$ cat src/rtl/pipe_collide_fsm_if.sv
// ---------------------------------------------------------------------------
// pipe_collide_fsm_if
//
// Purpose: this bus links the collision/game-control stage with two blocks:
// the pipe X-coordinate store and the pipe gap Y ROM. The signals are grouped
// here so the three blocks share one definition.
//
// Signals:
//   pipe_x    [9:0]  left edge of the in-scope pipe (from the X store)
//   out_pipe  [1:0]  index of the in-scope pipe (from the X store)
//   y_addr    [1:0]  Y ROM address (driven by the game-control stage)
//   y_data    [8:0]  gap top Y from the synchronous ROM. It is valid one
//                    cycle after y_addr.
//   count_EN         pipe scroll enable to the X store
//   game_rst         one-cycle active-high restart to the X store and bird
//
// Modports:
//   master  the game-control stage (pipe_collide_fsm)
//   slave   the X store / ROM side
// ---------------------------------------------------------------------------
interface pipe_collide_fsm_if;
    logic [9:0] pipe_x;
    logic [1:0] out_pipe;
    logic [1:0] y_addr;
    logic [8:0] y_data;
    logic       count_EN;
    logic       game_rst;

    modport master (
        input  pipe_x,
        input  out_pipe,
        input  y_data,
        output y_addr,
        output count_EN,
        output game_rst
    );

    modport slave (
        output pipe_x,
        output out_pipe,
        output y_data,
        input  y_addr,
        input  count_EN,
        input  game_rst
    );
endinterface

$ cat src/rtl/pipe_collide_fsm.sv
// ---------------------------------------------------------------------------
// pipe_collide_fsm
//
// Purpose: this block consumes the in-scope pipe from the X store. It looks up
// the gap of that pipe in the Y ROM and checks the bird against three things:
// the pipe body, the gap and the floor. It also runs the play-state machine,
// which scrolls the pipes, steps the bird physics, flags a loss and issues
// the restart pulse.
//
// Ports:
//   clk         system clock
//   reset       asynchronous, active-low reset
//   start       one-cycle flap/start pulse (debounced upstream)
//   frame_tick  one-cycle pulse per video frame
//   bird_y      bird top edge, 0..479
//   fall_EN     registered bird-physics step enable
//   Lose        registered, sticky loss flag
//   pipe_bus    master side of pipe_collide_fsm_if. It carries these signals:
//               pipe_x, out_pipe, y_addr, y_data, count_EN and game_rst.
//
// Timing: pipe_x and bird_y are registered once (stage 1). The ROM registers
// y_addr on the same edge, so y_data lines up with stage 1. The compare logic
// is combinational on stage 1. The FSM acts on the result at the next edge.
// Inputs that are present before edge k therefore affect Lose after
// edge k+1.
// ---------------------------------------------------------------------------
module pipe_collide_fsm #(
    parameter int unsigned BIRD_X  = 320,
    parameter int unsigned BIRD_W  = 16,
    parameter int unsigned BIRD_H  = 16,
    parameter int unsigned PIPE_W  = 80,
    parameter int unsigned GAP_H   = 120,
    parameter int unsigned FLOOR_Y = 480
) (
    input  logic                   clk,
    input  logic                   reset,
    input  logic                   start,
    input  logic                   frame_tick,
    input  logic [8:0]             bird_y,
    output logic                   fall_EN,
    output logic                   Lose,
    pipe_collide_fsm_if.master     pipe_bus
);

    // All geometry is evaluated on 11 bits. The sums stay below 2048, so
    // no compare can wrap.
    localparam logic [10:0] BIRD_X_C  = 11'(BIRD_X);
    localparam logic [10:0] BIRD_W_C  = 11'(BIRD_W);
    localparam logic [10:0] BIRD_H_C  = 11'(BIRD_H);
    localparam logic [10:0] PIPE_W_C  = 11'(PIPE_W);
    localparam logic [10:0] GAP_H_C   = 11'(GAP_H);
    localparam logic [10:0] FLOOR_Y_C = 11'(FLOOR_Y);

    typedef enum logic [1:0] {
        READY = 2'd0,
        PLAY  = 2'd1,
        DYING = 2'd2,
        OVER  = 2'd3
    } state_t;

    state_t     state_reg;

    // Stage-1 pipeline registers
    logic [9:0] x_s1_reg;
    logic [8:0] by_s1_reg;
    logic       v_s1_reg;

    // Registered outputs
    logic       count_en_reg;
    logic       fall_en_reg;
    logic       lose_reg;
    logic       game_rst_reg;

    // Compare results
    logic [10:0] x_ext;
    logic [10:0] by_ext;
    logic [10:0] yd_ext;
    logic [10:0] live_by_ext;
    logic        h_ovl;
    logic        v_out;
    logic        floor_s1;
    logic        floor_live;
    logic        hit;

    // The ROM address follows the in-scope pipe with no delay. The
    // synchronous ROM supplies the register stage.
    assign pipe_bus.y_addr = pipe_bus.out_pipe;

    // ------------------------------------------------------------------
    // Stage 1
    // v_s1 records whether the sampled data belongs to live play. The
    // first cycle after READY->PLAY therefore sees v_s1=0, and stale
    // pipe/bird data cannot score a hit. Leaving OVER also clears v_s1,
    // because the state at that edge is not PLAY.
    // ------------------------------------------------------------------
    always_ff @(posedge clk or negedge reset) begin
        if (!reset) begin
            x_s1_reg  <= '0;
            by_s1_reg <= '0;
            v_s1_reg  <= 1'b0;
        end else begin
            x_s1_reg  <= pipe_bus.pipe_x;
            by_s1_reg <= bird_y;
            v_s1_reg  <= (state_reg == PLAY);
        end
    end

    // ------------------------------------------------------------------
    // Collision compare on stage 1
    // h_ovl: the pipe column [x, x+PIPE_W) overlaps the bird column
    //        [BIRD_X, BIRD_X+BIRD_W).
    // v_out: the bird is not fully inside the gap [y_data, y_data+GAP_H].
    // ------------------------------------------------------------------
    assign x_ext       = {1'b0, x_s1_reg};
    assign by_ext      = {2'b00, by_s1_reg};
    assign yd_ext      = {2'b00, pipe_bus.y_data};
    assign live_by_ext = {2'b00, bird_y};

    assign h_ovl      = (x_ext < (BIRD_X_C + BIRD_W_C)) &&
                        ((x_ext + PIPE_W_C) > BIRD_X_C);
    assign v_out      = (by_ext < yd_ext) ||
                        ((by_ext + BIRD_H_C) > (yd_ext + GAP_H_C));
    assign floor_s1   = (by_ext + BIRD_H_C) >= FLOOR_Y_C;
    assign hit        = v_s1_reg && ((h_ovl && v_out) || floor_s1);

    // While DYING the bird keeps falling. It is tested against the floor
    // directly from the live input, because stage-1 validity no longer
    // matters once the game is lost.
    assign floor_live = (live_by_ext + BIRD_H_C) >= FLOOR_Y_C;

    // ------------------------------------------------------------------
    // Play-state machine with registered outputs
    // ------------------------------------------------------------------
    always_ff @(posedge clk or negedge reset) begin
        if (!reset) begin
            state_reg    <= READY;
            count_en_reg <= 1'b0;
            fall_en_reg  <= 1'b0;
            lose_reg     <= 1'b0;
            game_rst_reg <= 1'b0;
        end else begin
            game_rst_reg <= 1'b0;
            unique case (state_reg)
                READY: begin
                    count_en_reg <= 1'b0;
                    fall_en_reg  <= 1'b0;
                    if (start) begin
                        state_reg <= PLAY;
                    end
                end

                PLAY: begin
                    // A losing frame must not scroll. If it did, the score
                    // would advance on the frame where the bird crashed.
                    count_en_reg <= frame_tick && !hit;
                    fall_en_reg  <= frame_tick;
                    if (hit) begin
                        lose_reg  <= 1'b1;
                        state_reg <= floor_s1 ? OVER : DYING;
                    end
                end

                DYING: begin
                    count_en_reg <= 1'b0;
                    fall_en_reg  <= frame_tick;
                    if (floor_live) begin
                        state_reg <= OVER;
                    end
                end

                OVER: begin
                    count_en_reg <= 1'b0;
                    fall_en_reg  <= 1'b0;
                    if (start) begin
                        game_rst_reg <= 1'b1;
                        lose_reg     <= 1'b0;
                        state_reg    <= READY;
                    end
                end

                default: begin
                    state_reg    <= READY;
                    count_en_reg <= 1'b0;
                    fall_en_reg  <= 1'b0;
                end
            endcase
        end
    end

    assign pipe_bus.count_EN = count_en_reg;
    assign pipe_bus.game_rst = game_rst_reg;
    assign fall_EN           = fall_en_reg;
    assign Lose              = lose_reg;

endmodule

$ cat src/flat_wrapper.sv
// flat-port wrapper written by rule: the top's interface ports become plain ports
module pipe_collide_fsm_flat 
#(
    parameter int unsigned BIRD_X  = 320,
    parameter int unsigned BIRD_W  = 16,
    parameter int unsigned BIRD_H  = 16,
    parameter int unsigned PIPE_W  = 80,
    parameter int unsigned GAP_H   = 120,
    parameter int unsigned FLOOR_Y = 480
)
  (clk, reset, start, frame_tick, bird_y, fall_EN, Lose, pipe_bus_pipe_x, pipe_bus_out_pipe, pipe_bus_y_data, pipe_bus_y_addr, pipe_bus_count_EN, pipe_bus_game_rst);
  pipe_collide_fsm_if pipe_bus_i ();
  input  logic clk;
  input  logic reset;
  input  logic start;
  input  logic frame_tick;
  input  logic [8:0] bird_y;
  output logic fall_EN;
  output logic Lose;
  input wire logic [$bits(pipe_bus_i.pipe_x)-1:0] pipe_bus_pipe_x;
  input wire logic [$bits(pipe_bus_i.out_pipe)-1:0] pipe_bus_out_pipe;
  input wire logic [$bits(pipe_bus_i.y_data)-1:0] pipe_bus_y_data;
  output wire logic [$bits(pipe_bus_i.y_addr)-1:0] pipe_bus_y_addr;
  output wire logic [$bits(pipe_bus_i.count_EN)-1:0] pipe_bus_count_EN;
  output wire logic [$bits(pipe_bus_i.game_rst)-1:0] pipe_bus_game_rst;
  assign pipe_bus_i.pipe_x = pipe_bus_pipe_x;
  assign pipe_bus_i.out_pipe = pipe_bus_out_pipe;
  assign pipe_bus_i.y_data = pipe_bus_y_data;
  assign pipe_bus_y_addr = pipe_bus_i.y_addr;
  assign pipe_bus_count_EN = pipe_bus_i.count_EN;
  assign pipe_bus_game_rst = pipe_bus_i.game_rst;
  pipe_collide_fsm #(.BIRD_X(BIRD_X), .BIRD_W(BIRD_W), .BIRD_H(BIRD_H), .PIPE_W(PIPE_W), .GAP_H(GAP_H), .FLOOR_Y(FLOOR_Y)) u_core (.clk(clk), .reset(reset), .start(start), .frame_tick(frame_tick), .bird_y(bird_y), .fall_EN(fall_EN), .Lose(Lose), .pipe_bus(pipe_bus_i));
endmodule
$ cat config.mk
export PLATFORM = sky130hd
export DESIGN_NAME = pipe_collide_fsm_flat
export DESIGN_NICKNAME = d
export VERILOG_FILES = /design/src/rtl/pipe_collide_fsm_if.sv /design/src/rtl/pipe_collide_fsm.sv /design/src/flat_wrapper.sv
export SDC_FILE = /design/constraint.sdc
export NUM_CORES = 1
export LEC_CHECK = 0
export CORE_ASPECT_RATIO = 1.5
export CORE_MARGIN = 2
export CORE_UTILIZATION = 46
export CTS_BUF_LIST = sky130_fd_sc_hd__clkbuf_8
export DETAILED_ROUTE_END_ITERATION = 8
export GPL_ROUTABILITY_DRIVEN = 0
export PLACE_DENSITY_LB_ADDON = 0.2
export SLEW_MARGIN = 40
export SYNTH_ARGS = -nofsm -noshare
export SYNTH_HDL_FRONTEND = slang
export SYNTH_SLANG_ARGS = --single-unit
$ cat constraint.sdc
create_clock -name clk -period 2.5 [get_ports clk]
set_input_delay 0.375 -clock clk [delete_from_list [all_inputs] [get_ports clk]]
set_output_delay 0.375 -clock clk [all_outputs]
set_load 0.02 [all_outputs]
==> run metrics, run 1 <==
outcome=finished with violations; failing checks=negative setup slack; htree depth=1; drt pass-1 iters=4; clk buf depth=2; Crit Path Max Fanout=4; FMAX=0.365 GHz; PnR worst setup slack=-0.237 ns; DRT iter0 DRCs=14; Layout area overhead=46.6%; WS Path Type=flop to flop; Final nets=275; Vias=1,366; final global-route overflow total=0; fin crit share=109%; Most common cell on crit path=ha_1; Routed WL=3830 microns; Async SR Flop Fraction=100%; Final Skew=0.00589 ns; Fin. Hold Viols=0; clock slew at reported path FFs=0.08 ns; Post-synth top flop=dfrtp_1; crit path capture type=flop; Die Area=3990 sq um; CTS tree=done; most frequent cells in the layout=clkdlybuf4s50_1 (30), buf_4 (25), dfrtp_1 (25); Die Wd=52.2 microns; Synth area leaders=dfrtp_1 (41%), ha_1 (20%), inv_1 (4.2%), xnor2_1 (2.7%), nand3_1 (2.2%); reg-to-reg setup timing slack=-0.24 ns; Ys Warns=0; delay-heaviest family, CP=simple AND/OR/NAND/NOR gates; startpoint types=flop; total track usage=21.3%; max-cap violations=0; Core Area=3380 sq um; WL met3=140 microns; R2R Path Start=u_core.by_s1_reg[4]; Via density=5.34; sequential element share of the synthesized area=40.6%; max reg flops=10; Slew @ Worst Pin=0.317 ns; antenna-violating nets left=0; crit-path max cell delay=0.52 ns; Die Y=76.3 microns; #FFs+latches synth=26; routed wl met2=2290 microns; WHS=0.464 ns; Mapped Avg Cell Area=10.6 sq um; largest net degree at the start of global routing=27; Relative slew margins=78.9%; min Tclk post-route=2.74 ns; CP max stage cell=or4b_4; area share of the largest cell type after synthesis=40.6%; worst path required time=2.65 ns; boundary pin count=40; vias in the first global route=1,492; Setup violations, final=3; Setup crit end=u_core.state_reg[1]; Crit. path cell count=10; commonest non-fill, non-tap cell in the layout=clkdlybuf4s50_1; Metal-1 WL=1340 microns; Routed WL per cell=15.0 microns; # DRC=0; first-pass GRT wire length=6330 microns; CTS sink cnt=26; # diodes=0; CP Data Arrival Time=2.89 ns; Max Used Layer=met4; EDFF count, synth=0; Cell Chain, Critical Path=buf_4, ha_1, inv_1, ha_1, nand4b_1, a21oi_1, or4b_4, a32oi_2, a221o_2, mux2_4; r2r worst-path depth=10; Clk Latency, worst-skew pair=0.27 ns; leading area contributor after synthesis=dfrtp_1; worst r2r dst=u_core.state_reg[1]; initial core utilization=47.4%; P_leak=1.09 nW; Post-Syn Instances=151; RSZ-0062 raised after global routing=true; HP Class=primary input to asynchronous set/reset pin; post-synthesis net count=211; count of input and output buffers=35; Unique masters post-synth=43; setup TNS=-0.425 ns; clock root buffer=clkbuf_8; antenna violations before repair=0; fill count=277; # rows=26; DP HPWL=3200 microns; fin. max-slew vios=0; Post-Syn Area=1600 sq um; PwrDens=613 nW/um^2; layout cells sized above 1=26.6%; Critical Path Source=u_core.by_s1_reg[4]; Worst VDD drop=0.000482 V; CTS buffer count=3; WP buf/inv=2
[routing by layer]
layer | global-route usage [%] | vias up
met5 | 0 | -
met1 | 20.5 | 664
li1 | - | 668
met3 | 3.33 | 4
met4 | 8.72 | 0
met2 | 41.5 | 30
[synth_stat cells, types with 2 or more instances]
cell type  number
nor3_1          3
nand3_1         7
o21ai_0         5
a21o_1          2
buf_4           2
xnor2_1         5
inv_1          18
nor2_1          6
nand4_1         2
dfrtp_1        26
and3_1          2
nand2_1         6
and2_1          2
ha_1           26
nand3b_1        2
a21oi_1         5
o211ai_1        3
a211oi_1        4
[how the worst min path moves through the flow]
stage / to / start / cells past startpoint / slack, ns
finish: u_core.x_s1_reg[2] / reset / 2 / 0.46
global route: u_core.x_s1_reg[1] / reset / 2 / 0.50
CTS: u_core.v_s1_reg / reset / 2 / 0.46
detailed placement: u_core.state_reg[1] / u_core.state_reg[1] / 1 / 0.60
global placement: u_core.Lose / u_core.Lose / 2 / 0.59
floorplan: u_core.Lose / reset / 0 / 0.08
[area by class of cell]
cell class                 instances  area (sq um)  share of cell area, %
inverter                          18          67.6                   2.87
sequential                        26           652                   27.7
clock buffer                       3          41.3                   1.76
clock inverter                     1          30.0                   1.28
tap                               42          52.6                   2.24
timing repair buffer              61           532                   22.6
multi-input combinational        105           976                   41.5
[report_power, final]
| part | total [mW] | switching [mW] | leakage, nW | internal [mW] |
|---|---|---|---|---|
| registers | 0.537 | 0.0530 | 0.308 | 0.484 |
| logic | 0.572 | 0.269 | 0.742 | 0.303 |
| clock network | 0.333 | 0.119 | 0.0357 | 0.214 |
[timing repair]
| item | in CTS | in global routing |
|---|---|---|
| pin swaps | 16 | 12 |
| endpoints found under the hold margin | 0 | 0 |
| cloned | 0 | 0 |
| setup buffers | 5 | 2 |
| resized for setup | 15 | 14 |
| endpoints found under the setup margin | 4 | 4 |
| hold buffers | 0 | 0 |
[logic make-up after synthesis]
kind of cell	count (synthesis)	synth area share, %
xor gates and xnor gates	7	4.29
AOI/OAI and AO/OA	29	13.3
and+or+nand+nor	41	14.9
adders and majority gates	27	20.9
muxes	1	0.936
buffers and inverters	20	5.15
DFF	26	40.6
[through the flow]
step	total power, mW	instance area, sq um	std cells	setup WS (ns)	utilization (%)
6_report	1.44	2350	256	-0.237	69.5
5_1_grt	1.53	2350	256	-0.293	69.5
4_1_cts	1.44	2310	254	-0.299	68.2
3_5_place_dp	1.07	2160	245	-0.802	63.9
3_3_place_gp	1.04	2160	245	-0.658	63.9
2_1_floorplan	0.850	1630	151	-0.0988	-
(Power assumes the default switching activity.)
==> run 2: changes to the inputs <==
--- a/config.mk
+++ b/config.mk
@@ -5,6 +5,7 @@
 export SDC_FILE = /design/constraint.sdc
 export NUM_CORES = 1
 export LEC_CHECK = 0
+export CAP_MARGIN = 20
 export CORE_ASPECT_RATIO = 1.5
 export CORE_MARGIN = 2
 export CORE_UTILIZATION = 46
==> results of run 2 <==
No change in the layout: final DEF, timing and power equal those of run 1.
==> run 3: changes to the inputs <==
--- a/config.mk
+++ b/config.mk
@@ -12,7 +12,7 @@
 export CTS_BUF_LIST = sky130_fd_sc_hd__clkbuf_8
 export DETAILED_ROUTE_END_ITERATION = 8
 export GPL_ROUTABILITY_DRIVEN = 0
-export PLACE_DENSITY_LB_ADDON = 0.2
+export PLACE_DENSITY = 0.85
 export SLEW_MARGIN = 40
 export SYNTH_ARGS = -nofsm -noshare
 export SYNTH_HDL_FRONTEND = slang
==> run metrics, run 3 (synthesized netlist as in run 1, its figures left out) <==
outcome=finished with violations; failing checks=negative setup slack; Routed WL per cell=16.4 microns; P_leak=1.11 nW; number of hold buffers added after cts=0; Routed WL=4240 microns; commonest non-fill, non-tap cell in the layout=clkdlybuf4s50_1; Core Area=3380 sq um; final std cells w/o fill=258; startpoint types=primary input; largest net degree at the start of global routing=27; antenna violations before repair=0; Die Y=76.3 microns; boundary pin count=40; fill count=241; Worst VDD drop=0.000645 V; Clk Latency, worst-skew pair=0.28 ns; Relative slew margins=71.4%; PnR worst setup slack=-0.297 ns; Seq pwr share=36.1%; # DRC=0; total track usage=21.3%; Die Wd=52.2 microns; count of input and output buffers=35; most frequent cells in the layout=clkdlybuf4s50_1 (30), buf_4 (26), dfrtp_1 (26); Layout area overhead=50.2%; P_int=1.01 mW; Overall Power=1.49 mW; layout cells sized above 1=25.9%; clk buf depth=2; DRT iter0 DRCs=22; max reg flops=10; first-pass GRT wire length=6400 microns; clock slew at reported path FFs=0.09 ns; Setup violations, final=4; min Tclk post-route=2.80 ns; fin crit share=112%; fin. max-slew vios=0; CP Data Arrival Time=2.97 ns; final global-route overflow total=0; CTS buffer count=3; NetSw=0.479 mW; Final Skew=0.00684 ns; crit path capture type=flop; initial core utilization=47.4%; htree depth=1; Die Area=3990 sq um; setup TNS=-0.954 ns; # rows=26; Fin. Hold Viols=0; worst path required time=2.67 ns; Slew @ Worst Pin=0.424 ns; # diodes=0; Crit Path Max Fanout=2; CTS sink cnt=26; sw frac=32.3%; CTS tree=done; post-place setup slack=-0.796 ns; Comb power frac=40.5%; Final nets=277; clock share of power=23.4%; max-cap violations=0; Via density=5.55; HP Class=primary input to asynchronous set/reset pin; WS Path Type=primary input to flop; RSZ-0062 raised after global routing=true; PwrDens=616 nW/um^2; WHS=0.440 ns; Vias=1,431; vias in the first global route=1,505; DP HPWL=3170 microns; antenna-violating nets left=0; FMAX=0.357 GHz; placed cells=248; drt pass-1 iters=4; clock root buffer=clkbuf_8
run 3: per-stage QoR:
| stage | cell area, sq um | utilization, % |
|---|---|---|
| after floorplan | 1630 | - |
| after global placement | 2190 | 64.6 |
| after detailed placement | 2190 | 64.6 |
| after CTS | 2310 | 68.4 |
| after global routing | 2410 | 71.2 |
| final | 2410 | 71.2 |
run 3: area by class of cell:
cell class,count,area [sq um],area share (%)
clock buffer,3,41.3,1.71
inverter,18,67.6,2.80
timing repair buffer,63,562,23.3
sequential,26,651,27.0
multi-input combinational,105,1010,41.7
clock inverter,1,30.0,1.25
tap,42,52.6,2.18
run 3: worst paths after layout:
check	endpoint	cells past startpoint	startpoint	slack, ns
worst min-delay path	u_core.fall_EN	2	reset	0.44
worst min register to register	u_core.Lose	2	u_core.Lose	0.62
min in group clk	u_core.x_s1_reg[1]	1	pipe_bus_pipe_x[1]	0.53
max in group asynchronous	u_core.by_s1_reg[2]	2	reset	1.82
worst max register to register	u_core.state_reg[1]	12	u_core.by_s1_reg[5]	-0.26
worst max-delay path	u_core.state_reg[1]	12	pipe_bus_y_data[8]	-0.30
run 3: layer usage:
metal / vias to the layer above / share of wire [%] / track usage, %
li1: 671 / - / -
met1: 705 / 35 / 21.2
met2: 40 / 60 / 41.1
met3: 15 / 2.7 / 2.16
met4: 0 / 2.9 / 10.0
met5: - / 0 / 0
run 3: power groups by stage:
stage	combinational, mW	sequential, mW	clock [mW]
final	0.601	0.537	0.347
after CTS	0.560	0.536	0.344
after detailed placement	0.525	0.544	0
after floorplan	0.290	0.559	0
after global placement	0.497	0.537	0
after global routing	0.646	0.544	0.364
run 3: critical path, cell delays in order:
cell	delay, ns
clkdlybuf4s50_1	0.50
inv_1	0.10
xnor2_1	0.14
ha_1	0.32
buf_4	0.14
buf_4	0.13
and3_1	0.19
a211oi_2	0.26
a211oi_2	0.09
a32oi_4	0.23
a221o_2	0.20
mux2_4	0.29
run 3: timing repair:
action	in CTS	in global routing
pin swaps	12	9
resized for setup	11	15
setup buffers	5	1
endpoints found under the hold margin	0	0
endpoints found under the setup margin	4	4
